===== src/rtl/alu_seq.sv =====
// alu_seq: registered ALU with a request/response handshake.
// Single-cycle ops: ADD, SUB, AND, OR, XOR, SLT, SLTU.
// Shifts (SLL, SRL, SRA) move at most SHIFT_STEP bit positions per cycle.
// Ports:
//   clk, rst          clock, asynchronous active-high reset
//   flush             synchronous abort; drops any in-flight op or pending response
//   req_valid/ready   request handshake; op1, op2, alu_func sampled on transfer
//   resp_valid/ready  response handshake; alu_out, zero, illegal held while resp_valid
module alu_seq #(
  parameter int unsigned XLEN       = 32,
  parameter int unsigned SHIFT_STEP = 1
) (
  input  logic            clk,
  input  logic            rst,
  input  logic            flush,
  input  logic            req_valid,
  output logic            req_ready,
  input  logic [XLEN-1:0] op1,
  input  logic [XLEN-1:0] op2,
  input  logic [3:0]      alu_func,
  output logic            resp_valid,
  input  logic            resp_ready,
  output logic [XLEN-1:0] alu_out,
  output logic            zero,
  output logic            illegal
);

  localparam int unsigned SHAMT_W = $clog2(XLEN);
  localparam logic [SHAMT_W:0] StepK = (SHAMT_W + 1)'(SHIFT_STEP);

  localparam logic [3:0] AluAdd  = 4'd0;
  localparam logic [3:0] AluSub  = 4'd1;
  localparam logic [3:0] AluAnd  = 4'd2;
  localparam logic [3:0] AluOr   = 4'd3;
  localparam logic [3:0] AluXor  = 4'd4;
  localparam logic [3:0] AluSlt  = 4'd5;
  localparam logic [3:0] AluSltu = 4'd6;
  localparam logic [3:0] AluSll  = 4'd7;
  localparam logic [3:0] AluSrl  = 4'd8;
  localparam logic [3:0] AluSra  = 4'd9;

  typedef enum logic [1:0] {StIdle, StShift, StDone} state_e;
  typedef enum logic [1:0] {ShSll, ShSrl, ShSra} shift_e;

  state_e             state_q, state_d;
  shift_e             shop_q, shop_d;
  logic [XLEN-1:0]    work_q, work_d;
  logic [SHAMT_W-1:0] rem_q, rem_d;
  logic [XLEN-1:0]    alu_out_q, alu_out_d;
  logic               zero_q, zero_d;
  logic               illegal_q, illegal_d;
  logic               resp_valid_q, resp_valid_d;

  logic               accept;
  logic [XLEN-1:0]    res_c;
  logic               ill_c;
  logic               is_shift;
  shift_e             shop_c;
  logic [SHAMT_W-1:0] shamt_in;
  logic [SHAMT_W:0]   step_k;
  logic [XLEN-1:0]    shifted;
  logic [SHAMT_W-1:0] rem_next;

  // Gated by rst so no transfer is advertised while reset is held.
  assign req_ready = !rst && !flush &&
                     ((state_q == StIdle) || ((state_q == StDone) && resp_ready));
  assign accept    = req_valid && req_ready;
  assign shamt_in  = op2[SHAMT_W-1:0];

  // Single-cycle datapath and shift decode.
  always_comb begin
    res_c    = '0;
    ill_c    = 1'b0;
    is_shift = 1'b0;
    shop_c   = ShSll;
    case (alu_func)
      AluAdd:  res_c = op1 + op2;
      AluSub:  res_c = op1 - op2;
      AluAnd:  res_c = op1 & op2;
      AluOr:   res_c = op1 | op2;
      AluXor:  res_c = op1 ^ op2;
      AluSlt:  res_c = {{(XLEN-1){1'b0}}, ($signed(op1) < $signed(op2))};
      AluSltu: res_c = {{(XLEN-1){1'b0}}, (op1 < op2)};
      AluSll:  begin is_shift = 1'b1; shop_c = ShSll; end
      AluSrl:  begin is_shift = 1'b1; shop_c = ShSrl; end
      AluSra:  begin is_shift = 1'b1; shop_c = ShSra; end
      default: ill_c = 1'b1;
    endcase
  end

  // One iterative shift step of min(SHIFT_STEP, remaining) positions.
  // The sign bit of work_q stays op1's MSB under SRA, so it serves as the fill.
  always_comb begin
    step_k  = ({1'b0, rem_q} >= StepK) ? StepK : {1'b0, rem_q};
    shifted = work_q;
    case (shop_q)
      ShSll:   shifted = work_q << step_k;
      ShSrl:   shifted = work_q >> step_k;
      default: shifted = $signed(work_q) >>> step_k;
    endcase
    // step_k never exceeds rem_q, so the truncation is lossless.
    rem_next = rem_q - step_k[SHAMT_W-1:0];
  end

  always_comb begin
    state_d      = state_q;
    shop_d       = shop_q;
    work_d       = work_q;
    rem_d        = rem_q;
    alu_out_d    = alu_out_q;
    illegal_d    = illegal_q;
    resp_valid_d = resp_valid_q;

    if (flush) begin
      state_d      = StIdle;
      resp_valid_d = 1'b0;
    end else if (accept) begin
      if (is_shift) begin
        work_d = op1;
        rem_d  = shamt_in;
        shop_d = shop_c;
        if (shamt_in == '0) begin
          state_d      = StDone;
          alu_out_d    = op1;
          illegal_d    = 1'b0;
          resp_valid_d = 1'b1;
        end else begin
          state_d      = StShift;
          resp_valid_d = 1'b0;
        end
      end else begin
        state_d      = StDone;
        alu_out_d    = res_c;
        illegal_d    = ill_c;
        resp_valid_d = 1'b1;
      end
    end else begin
      case (state_q)
        StShift: begin
          work_d = shifted;
          rem_d  = rem_next;
          if (rem_next == '0) begin
            state_d      = StDone;
            alu_out_d    = shifted;
            illegal_d    = 1'b0;
            resp_valid_d = 1'b1;
          end
        end
        StDone: begin
          if (resp_ready) begin
            state_d      = StIdle;
            resp_valid_d = 1'b0;
          end
        end
        default: ;
      endcase
    end

    zero_d = (alu_out_d == '0);
  end

  always_ff @(posedge clk or posedge rst) begin
    if (rst) begin
      state_q      <= StIdle;
      shop_q       <= ShSll;
      work_q       <= '0;
      rem_q        <= '0;
      alu_out_q    <= '0;
      zero_q       <= 1'b1;
      illegal_q    <= 1'b0;
      resp_valid_q <= 1'b0;
    end else begin
      state_q      <= state_d;
      shop_q       <= shop_d;
      work_q       <= work_d;
      rem_q        <= rem_d;
      alu_out_q    <= alu_out_d;
      zero_q       <= zero_d;
      illegal_q    <= illegal_d;
      resp_valid_q <= resp_valid_d;
    end
  end

  assign resp_valid = resp_valid_q;
  assign alu_out    = alu_out_q;
  assign zero       = zero_q;
  assign illegal    = illegal_q;

endmodule


===== config.mk =====
export PLATFORM = sky130hd
export DESIGN_NAME = alu_seq
export DESIGN_NICKNAME = d
export VERILOG_FILES = /design/src/rtl/alu_seq.sv
export SDC_FILE = /design/constraint.sdc
export NUM_CORES = 1
export LEC_CHECK = 0
export BUFFER_PORTS_ARGS = -buffer_cell sky130_fd_sc_hd__buf_2
export CORE_MARGIN = 1
export CORE_UTILIZATION = 50
export DETAILED_ROUTE_END_ITERATION = 8
export GPL_TIMING_DRIVEN = 1
export PLACE_DENSITY = 0.76
export SETUP_SLACK_MARGIN = 0.5
export SYNTH_ARGS = -nofsm -noshare
export SYNTH_HDL_FRONTEND = slang
export SYNTH_SLANG_ARGS = --single-unit

===== constraint.sdc =====
create_clock -name clk -period 5.3 [get_ports clk]
set_input_delay 1.06 -clock clk [delete_from_list [all_inputs] [get_ports clk]]
set_output_delay 1.06 -clock clk [all_outputs]
set_load 0.1 [all_outputs]

* Yosys cells after proc, flatten, opt, wreduce, memory -nomap -nowiden
Index checks and enable logic that the tools add are counted.
** Cells by class
- $add $sub $neg :: 3
- $lt $le $gt $ge :: 3
- Eq/ne operators :: 16
- Shift-type cells :: 3
- Mux-type cells :: 37
- Bitwise operators :: 4
- Reductions and logical operators :: 22
** Operator list (count)
- two-way mux 32 bit :: 9
- one-hot mux 32 bit (7 select lines) :: 1
- less-than comparator 32 bit :: 2
- one-hot mux 32 bit (2 select lines) :: 1
- adder 32 bit :: 1
- bitwise AND 32 bit :: 1
- logical NOT 32 bit :: 1
- bitwise OR 32 bit :: 1
- left shift 32 x 5 -> 32 bit :: 1
- >> shifter 32 x 5 -> 32 bit :: 1
- >>> shifter 32 x 5 -> 32 bit :: 1
- subtractor 32 bit :: 1
- XOR 32 bit :: 1
- two-way mux 5 bit :: 4
- equality test 4 x 3 -> 1 bit, second input constant :: 4
- two-way mux 1 bit :: 13
- two-way mux 2 bit :: 6
- logical NOT 5 bit :: 2
- OR reduction 10 bit :: 1
- AND reduction 3 bit :: 3
- equality test 4 x 2 -> 1 bit, second input constant :: 2
- equality test 4 bit, second input constant :: 2
- != test 4 bit, second input constant :: 2
- one-hot mux 2 bit (2 select lines) :: 2
- 18 further kinds :: 25
** Storage, ports and cells
- Bits in registers :: 76
- Word-level logic and storage cells :: 96

* Longest topological paths before layout
- Word-level depth :: 9
- Gate-level depth with buffers :: 18
- Gate-level depth less buffers :: 15

* Worst setup path after synthesis
No wires, ideal clock.
- Path kind :: input to output
- Start point :: in flush
- End point :: out req_ready
- Arrival :: 3707 ps
- Data required time :: 4240 ps
- Setup slack :: 533 ps
- Cell stages on the path :: 4
- Cells stage by stage :: clkbuf_1 > clkbuf_1 > buf_1 > nor3_1
** Between the ends
- Cells in the longest elaborated chain, start to end :: 3
** RTL lines
- start, declared :: line 15 : input logic flush,
- logical NOT 1 bit :: line 65 : assign req_ready = !rst && !flush &&
- logical AND 1 bit (2 in series) :: line 65
- end, declared :: line 17 : output logic req_ready,
Every way passes these cells.

* Worst setup path after layout
- Start point :: in op1[18]
- End point :: reg zero_q, in the netlist zero
** Between the ends
- Cells in the longest elaborated chain, start to end :: 6
- Elaborated cells between the ends (all ways) :: 13
- Classes of those cells :: 2 x add/sub; 2 x order compare; 5 x mux; 3 x bitwise; 1 x reduce/logical
** RTL lines
- start, declared :: line 18 : input logic [XLEN-1:0] op1,
- subtractor 32 bit or adder 32 bit (tied branches) :: line 78, 77
- one-hot mux 32 bit (7 select lines) * :: line 76 : case (alu_func)
- two-way mux 32 bit * :: line 118 : if (is_shift) begin
- two-way mux 32 bit * :: line 117 : end else if (accept) begin
- two-way mux 32 bit * :: line 114 : if (flush) begin
- via alu_out_d[28] :: line 49 : logic [XLEN-1:0] alu_out_q, alu_out_d;
- logical NOT 32 bit * :: line 159 : zero_d = (alu_out_d == '0);
- via zero_d :: line 50 : logic zero_q, zero_d;
- end signal, assigned :: line 178 : zero_q <= zero_d;
- end, declared :: line 50
Mark *: on every way through the listed nets, which the timed path passes. The rest lies on a longest branch.
A chain may end at the register's enable or synchronous reset.

==> impl_metrics.toml <==
[outcome]
status = "finished, final reports clean"

[drt]
wl_met1_um = 19500
routed_via_density = 7.02
first_pass_iters = 8
vias = 13277
drc = 0
drt_wl_total_um = 48800
drtIter0Drc = 1955
maxUsedRoutingLayer = "met4"
met2_length_um = 20300
ant_nets = 0
wl_met3_um = 6510
wl_per_cell_um = 25.8

[clock_tree]
cts_sinks = 75
cts_htree_levels = 3
clk_path_buf_depth = 2
clk_pin_slew_worst_paths_ps = 60
clk_latency_ps = 340
holdBufCountCts = 0
root_buffer = "clkbuf_16"
numCtsBuffers = 9
cts_tree = "yes"

[power_and_ir_drop]
power_density_nw_per_um2 = 353
ir_drop_uv = 282
power.leakage_nw = 5.54

[finish]
drive_gt1_share_pct = 16.3
final_util_pct = 57.2
final_area_um2 = 12500
fill_cells = 2087
area_growth_pct = 12.6
final_nets = 1797

[place]
port_buffers = 108
dp_slack_ps = -14.2
post_dp_cell_area_um2 = 12000
post-dp-hpwl_um = 37500
gp_congestion = 1.07

[timing]
tns_ps = 0
setup_ws_ps = 512
slew_violations = 0
setup_violations = 0
holdWs_ps = 513
max_slew_margin_pct = 19.1
rsz0062_at_grt = "false"
final_hold_viol_count = 0
worst_pin_slew_ps = 1210
fin_crit_ps = 4790
finalCritPeriodShare_pct = 90.3
fin_skew_ps = 9.60
max_freq_mhz = 209

[worst_setup_path]
cp-end-kind = "flip-flop"
path_max_fanout = 12
critPathKind = "input pin to flip-flop"
worstPathRequired_ps = 5570
crit_path_start_kind = "input pin"
cp_data_arrival_time_ps = 5060

[floorplan]
pin_count = 109
chipWidth_um = 151
die_h_um = 151
dieArea_um2 = 22700
core_um2 = 21800
start_util_pct = 50.8
rows = 54

[yosys]
synthFlopType = "dfrtp_1"
syn_nets = 1716
ys_seq_area_share_pct = 17.0
synth_seq_cells = 75
ys.warnings.count = 0
synth.distinct_cells = 105
syn_inst = 1523
synth-edff-count = 0
netlist_area_um2 = 11100
syn-mean-instance-area_um2 = 7.26
async_flop_share_pct = 100

[global_routing]
grt_usage_pct = 42.9
grt_pass1_wl_um = 73200
grt_max_degree = 66
overflow = 0
grt_pass1_vias = 12166
antenna_found_initial = 1

[run]
drv_cap = 0

[worst_hold_path]
hp-class = "flip-flop to flip-flop"
==> stage by stage <==
stage                     cells  total power, mW
final                      1890             4.40
after global routing       1890             4.58
after CTS                  1888             4.27
after detailed placement   1871             3.67
after global placement     1871             3.64
after floorplan            1523             2.90
==> where the power goes <==
group | internal, mW | switching (mW)
sequential | 0.746 | 0.239
clock | 0.332 | 0.262
combinational | 0.825 | 1.99
total | 1.90 | 2.49
==> state kept, by name, indices dropped and copies added, names as in the netlist <==
register,flops
alu_out,32
work_q,32
rem_q,5
shop_q,2
state_q,2
illegal,1
zero,1
==> per-layer routing <==
metal / global-route usage, % / up-vias
met2: 62.6 / 1045
met5: 0 / -
met4: 20.6 / 0
met1: 58.4 / 6227
met3: 11.1 / 212
li1: - / 5793
==> synthesized netlist by cell type (7+ instances only) <==
cell       count  area, um2
a21oi_1      149        746
nand2_1      140        526
nor2_1       130        488
o21ai_0      124        621
ha_1         118       1480
inv_1        107        402
dfrtp_1       74       1850
clkbuf_1      56        210
mux2i_1       49        490
nor3_1        42        210
nand3_1       37        185
buf_2         31        155
a31oi_1       22        138
o211ai_1      22        165
a21o_1        21        158
o22ai_1       19        119
o31ai_1       19        143
a211oi_1      18        135
nand2b_1      16        100
nand4_1       16        100
buf_1         13       48.8
nor4_1        13       81.3
o221ai_1      13        114
nor2b_1       12       75.1
o22a_1        12        105
o21a_1        11       82.6
or3_1         11       68.8
a221oi_1       9       78.8
a22oi_1        9       67.6
or4_1          9       67.6
xnor2_1        9       78.8
and2_1         8       50.1
a2111oi_0      7       61.3
nor3b_1        7       52.6
==> cells by family (layout without fill, tap and decap cells) <==
| kind of cell | after synthesis | after routing | synth area share, % |
|---|---|---|---|
| other cells | 0 | 1 | 0 |
| xor+xnor | 9 | 9 | 0.713 |
| fa+ha+maj | 120 | 120 | 13.7 |
| simple gates | 489 | 489 | 22.0 |
| flops | 75 | 75 | 17.0 |
| mux | 51 | 51 | 4.64 |
| buf+inv | 215 | 301 | 7.92 |
| compound gates | 564 | 564 | 34.0 |
==> critical path, stage by stage <==
cell and delay [ps]:
buf_2 100, inv_1 90, ha_1 590, o21ai_0 250
a21o_1 250, a2111oi_1 690, a211oi_4 150, buf_4 200
o211ai_1 160, nand3b_1 130, a21oi_1 110, or4_1 560
or4_4 560, nor2_1 140
==> cells in the final DEF, fill, tap and decap left out, drive strengths merged, types with 12 or more instances in the layout <==
cell type,Yosys,routed
a211oi,22,22
a21o,21,21
a21oi,153,153
a31oi,23,23
buf,50,176
dfrtp,74,74
ha,118,118
inv,109,109
mux2i,49,49
nand2,141,141
nand2b,16,16
nand3,37,37
nand4,16,16
nor2,133,133
nor2b,12,12
nor3,42,42
nor4,17,17
o211ai,24,24
o21ai,129,129
o221ai,13,13
o22a,12,12
o22ai,19,19
o31ai,19,19
==> worst paths after layout <==
path | start | endpoint | slack [ps] | cells past startpoint
worst max-delay path | op1[18] | zero | 510 | 14
worst min-delay path | work_q[31] | work_q[31] | 510 | 2
worst max register to register | rem_q[2] | zero | 700 | 15
worst min register to register | work_q[31] | work_q[31] | 510 | 2
max in group asynchronous | rst | work_q[11] | 3490 | 3
min in group asynchronous | rst | rem_q[1] | 770 | 2
==> repair_timing <==
item	in CTS	in global routing
resized for setup	4	25
setup buffers	1	1
cloned	0	0
endpoints found under the setup margin	1	1
pin swaps	1	6
==> layout make-up <==
| class | instances | area, um2 | share of cell area, % |
|---|---|---|---|
| multi-input cells | 1233 | 8480 | 68.1 |
| flip-flops and latches | 75 | 1880 | 15.1 |
| repair buffers | 176 | 1050 | 8.44 |
| inverters | 109 | 410 | 3.30 |
| well taps | 280 | 350 | 2.81 |
| clock buffers | 11 | 243 | 1.95 |
| clock inverters | 5 | 37.5 | 0.301 |
| diodes | 1 | 2.50 | 0.0201 |
(Power assumes the default switching activity.)
